==> src/rtl/reg_file_pkg.sv <==
// rtl/reg_file_pkg.sv - shared types for the parameterised register file
package reg_file_pkg;

    typedef enum logic [1:0] {
        IDLE  = 2'd0,
        CLEAR = 2'd1,
        FIN   = 2'd2
    } state_e;

    localparam int MIN_DEPTH = 2;
    localparam int MAX_DEPTH = 64;

endpackage

==> src/rtl/reg_file_rdmux.sv <==
// rtl/reg_file_rdmux.sv - DEPTH:1 read multiplexer over a flattened register array
module reg_file_rdmux #(
    parameter  int WIDTH = 16,
    parameter  int DEPTH = 8,
    localparam int AW    = $clog2(DEPTH)
) (
    input  logic [DEPTH*WIDTH-1:0] i_data,
    input  logic [AW-1:0]          i_sel,
    output logic [WIDTH-1:0]       o_data
);

    always_comb begin
        o_data = '0;
        for (int i = 0; i < DEPTH; i++) begin
            if (i_sel == AW'(i)) begin
                o_data = i_data[i*WIDTH +: WIDTH];
            end
        end
    end

endmodule

==> src/rtl/param_reg_file.sv <==
// rtl/param_reg_file.sv - 1W/2R register file with sequential clear engine
// Optional same-cycle write-to-read forwarding under PARAM_REG_FILE_BYPASS_EN.
module param_reg_file
    import reg_file_pkg::*;
#(
    parameter  int WIDTH = 16,
    parameter  int DEPTH = 8,
    localparam int AW    = $clog2(DEPTH)
) (
    input  logic             CLK,
    input  logic             RST_N,
    input  logic             WE,
    input  logic [AW-1:0]    WA,
    input  logic [WIDTH-1:0] WD,
    input  logic [AW-1:0]    RA0,
    output logic [WIDTH-1:0] RD0,
    input  logic [AW-1:0]    RA1,
    output logic [WIDTH-1:0] RD1,
    input  logic             CLR,
    output logic             BUSY,
    output logic             DONE
);

    state_e                 r_state;
    state_e                 w_next_state;
    logic [AW-1:0]          r_cnt;
    logic [WIDTH-1:0]       r_mem [DEPTH];
    logic                   w_wr_en;
    logic                   w_clr_start;
    logic                   w_clr_last;
    logic [DEPTH*WIDTH-1:0] w_flat;
    logic [WIDTH-1:0]       w_rd0_mem;
    logic [WIDTH-1:0]       w_rd1_mem;

    assign w_clr_last = (r_cnt == AW'(DEPTH - 1));

    always_ff @(posedge CLK or negedge RST_N) begin
        if (!RST_N) begin
            r_state <= IDLE;
        end else begin
            r_state <= w_next_state;
        end
    end

    // CLR wins over WE in IDLE; both are ignored once the clear is running.
    always_comb begin
        w_next_state = r_state;
        w_wr_en      = 1'b0;
        w_clr_start  = 1'b0;
        BUSY         = 1'b0;
        DONE         = 1'b0;
        case (r_state)
            IDLE: begin
                if (CLR) begin
                    w_next_state = CLEAR;
                    w_clr_start  = 1'b1;
                end else begin
                    w_wr_en = WE;
                end
            end
            CLEAR: begin
                BUSY = 1'b1;
                if (w_clr_last) begin
                    w_next_state = FIN;
                end
            end
            FIN: begin
                BUSY         = 1'b1;
                DONE         = 1'b1;
                w_next_state = IDLE;
            end
            default: begin
                w_next_state = IDLE;
            end
        endcase
    end

    always_ff @(posedge CLK or negedge RST_N) begin
        if (!RST_N) begin
            r_cnt <= '0;
        end else if (w_clr_start) begin
            r_cnt <= '0;
        end else if (r_state == CLEAR) begin
            r_cnt <= r_cnt + AW'(1);
        end
    end

    always_ff @(posedge CLK or negedge RST_N) begin
        if (!RST_N) begin
            for (int i = 0; i < DEPTH; i++) begin
                r_mem[i] <= '0;
            end
        end else if (r_state == CLEAR) begin
            r_mem[r_cnt] <= '0;
        end else if (w_wr_en) begin
            r_mem[WA] <= WD;
        end
    end

    for (genvar g = 0; g < DEPTH; g++) begin : g_flat
        assign w_flat[g*WIDTH +: WIDTH] = r_mem[g];
    end

    reg_file_rdmux #(
        .WIDTH (WIDTH),
        .DEPTH (DEPTH)
    ) u_rdmux0 (
        .i_data (w_flat),
        .i_sel  (RA0),
        .o_data (w_rd0_mem)
    );

    reg_file_rdmux #(
        .WIDTH (WIDTH),
        .DEPTH (DEPTH)
    ) u_rdmux1 (
        .i_data (w_flat),
        .i_sel  (RA1),
        .o_data (w_rd1_mem)
    );

`ifdef PARAM_REG_FILE_BYPASS_EN
    assign RD0 = (w_wr_en && (RA0 == WA)) ? WD : w_rd0_mem;
    assign RD1 = (w_wr_en && (RA1 == WA)) ? WD : w_rd1_mem;
`else
    assign RD0 = w_rd0_mem;
    assign RD1 = w_rd1_mem;
`endif

endmodule

==> config.mk <==
export PLATFORM = sky130hd
export DESIGN_NAME = param_reg_file
export DESIGN_NICKNAME = d
export VERILOG_FILES = /design/src/rtl/reg_file_pkg.sv /design/src/rtl/reg_file_rdmux.sv /design/src/rtl/param_reg_file.sv
export SDC_FILE = /design/constraint.sdc
export NUM_CORES = 1
export LEC_CHECK = 0
export CAP_MARGIN = 40
export CELL_PAD_IN_SITES_DETAIL_PLACEMENT = 0
export CELL_PAD_IN_SITES_GLOBAL_PLACEMENT = 1
export CORE_MARGIN = 2
export CORE_UTILIZATION = 45
export CTS_CLUSTER_SIZE = 24
export DETAILED_ROUTE_END_ITERATION = 12
export DONT_BUFFER_PORTS = 1
export PLACE_DENSITY = 0.75
export SYNTH_ARGS = -nofsm -noshare
export SYNTH_HDL_FRONTEND = slang
export SYNTH_SLANG_ARGS = --single-unit
==> constraint.sdc <==
create_clock -name CLK -period 2.6 [get_ports CLK]
set_clock_uncertainty 0.1 [all_clocks]
set_input_delay 0.39 -clock CLK [delete_from_list [all_inputs] [get_ports CLK]]
set_output_delay 0.39 -clock CLK [all_outputs]
set_load 0.05 [all_outputs]
==> run metrics <==
status=finished with violations; failing checks=negative hold slack; final worst-path cycle share=93.2%; Boundary Pins=63; Post-synth EDFFs=0; PnR worst setup slack=0.176 ns; Peak VDD IR=509 uV; diode count=0; worst setup path start=r_mem[62]; Final Hold Viols=133; Worst Path Class, Setup=reg2out; Clock Latency Late Sink=0.42 ns; hold slack=-0.435 ns; pre-CTS WS=0.486 ns; Via-to-Cell Ratio=6.38; R2R setup slack=0.47 ns; Avg Cell Area, Syn=10.3 um^2; Rows=49; Num CTS Buffers=17; Placer Congestion=0.887; Clock transition at path regs=0.05 ns; cell type with the largest total area after synthesis=dfrtp_1; vias in the first global route=6,799; largest net degree at the start of global routing=134; Mapped Cells=785; setup tns final=0 ns; PortBufs=0; Max FO, Critical Path=3; Min-Delay Path Class=in2async; # nets final=831; R2R depth=5; worst r2r src=r_state[1]; ys async rst share=100%; RR Endpoint=r_mem[11]; Max Slew Vio Count=0; unrepaired setup endpoints after global routing=no; Max-cap violations=0; sequential share of the synthesized area=41.0%; Final setup viols=0; CTS tree=built; CP required=2.11 ns; met1 Use GR=35.6%; Non-Filler Instances=1,036; f_max=413 MHz; initial antenna violation count=0; library cells used by synthesis=46; first-pass GRT wire length=39,200 um; P&R area growth vs syn=12.9%; Mapped Nets=819; Max Buffers Root-to-Sink=2; Clock Sinks=133; ranking of synthesized cells by area=dfrtp_1 (41%), mux2i_1 (18%), mux2_2 (7.6%), nand2_1 (7.3%), a222oi_1 (2.7%); Routed Antenna Nets=0; DR vias=6,605; Critical Path Start Type=flip-flop; routed wire length=25,300 um; DRC Markers=0; die span in y=138 um; Main synth FF type=dfrtp_1; Synth Cell Area=8110 um^2; DR pass1 iterations=7; initial DRC count=797; Rel. slew slack=40.1%; Post-CTS Hold Buffers=1; die area=19,100 um^2; GR Util All Layers=26.6%; met3 Use GR=4.92%; measured slew at the worst slew-check pin=0.899 ns; fin crit period=2.42 ns; Arr. time, crit path=1.93 ns; Yosys warning count=0; Chip Width=138 um; grt ovf=0; Setup crit end kind=primary output; Synth Register Bits=133; routed length per placed instance=24.4 um; Placed Area=8610 um^2; Power Density=1020 nW/um^2; busiest grt layer=met2; grt met2 use=43.0%; final instance area=9160 um^2; Resized Gates After CTS=0; dpl cells=1,006; Fill cells=1,585; top-area cell type share of the netlist area=41.0%; CTS H-Tree Depth=4; CORE AREA=17,800 um^2; Root Driver=clkbuf_16; ratio of cells with drive above 1 in the final layout=20.8%; starting density of the core=45.5%; leakage power=4.33 nW; Post-CTS Repair Setup Buffers=0; post-detail-place hpwl=15,200 um
==> worst max-delay path by stage <==
stage,to,slack [ns],cells past startpoint
after floorplan,RD1[0],0.03,5
after global placement,RD0[15],0.53,5
after detailed placement,r_mem[11],0.49,5
after CTS,RD0[14],0.19,4
after global routing,RD0[7],0.12,4
final,RD0[14],0.18,4
==> area by class of cell <==
cell class	instances	area (um^2)	area share, %
clock buffer	23	458	5.00
clock inverter	6	80.1	0.874
inverter	23	86.3	0.943
multi-input combinational	562	4440	48.5
sequential	133	3330	36.3
tap	229	287	3.13
timing repair buffer	60	478	5.22
==> report_power, final <==
group          switching (W)  internal, W
Sequential          0.000779      0.00289
Combinational        0.00198      0.00144
Clock               0.000878      0.00141
Total                0.00364      0.00574
==> through the flow <==
stage	power, W	util [%]
finish	0.00938	51.3
global route	0.00985	51.3
CTS	0.00935	51.3
detailed placement	0.00705	48.3
global placement	0.00688	48.3
floorplan	0.00611	-
==> per-layer routing <==
metal | share of wire (%) | vias to the layer above
met1 | 42 | 3372
met5 | 0 | -
met4 | 2.8 | 0
li1 | - | 2859
met2 | 48 | 312
met3 | 7.0 | 62
==> flip-flops by register name, summed over array words and instances (netlist names) <==
name,flops
r_cnt,3
r_state,2
r_mem,128
==> worst max-delay path: stages, from the launching register on <==
cell,delay (ns)
dfrtp_1,0.41
mux2_2,0.28
a222oi_1,0.35
a32oi_2,0.21
buf_4,0.26
==> Yosys cell counts, types with 3 or more instances <==
library cell,count
nor2b_1,26
a32oi_1,10
a2bb2oi_1,16
clkbuf_1,31
o21ai_0,16
buf_4,4
a21oi_1,10
inv_1,23
dfrtp_1,133
ha_1,5
a222oi_1,22
a22oi_1,5
nor2_1,19
nand2b_1,5
nand4bb_1,3
and2_1,3
mux4_2,9
a211oi_1,12
buf_2,26
buf_6,6
nand2_1,157
a31oi_1,12
mux2i_1,144
mux2_2,55
nand4b_1,5
==> kinds of logic after synthesis <==
kind of cell             share of synthesized area, %
adder cells (fa/ha/maj)                         0.771
flip-flops                                       41.0
AND/OR/NAND/NOR                                  14.3
buffers and inverters                            5.31
XOR/XNOR                                        0.108
AO/OA/AOI/OAI                                    10.6
multiplexers                                     27.9
==> placed cells by master, fill, tap and decap left out, drive strengths merged, types with 9 or more instances in the layout <==
master,synthesis,routed
mux2,55,55
buf,36,59
mux4,9,9
nor2b,26,26
a31oi,12,12
a211oi,12,12
inv,23,23
a222oi,22,22
clkbuf,31,23
nand2,157,157
nor2,19,19
a32oi,10,10
mux2i,144,144
a21oi,10,10
a2bb2oi,16,16
o21ai,16,16
dfrtp,133,133
Power figures use the tool's default switching activity.
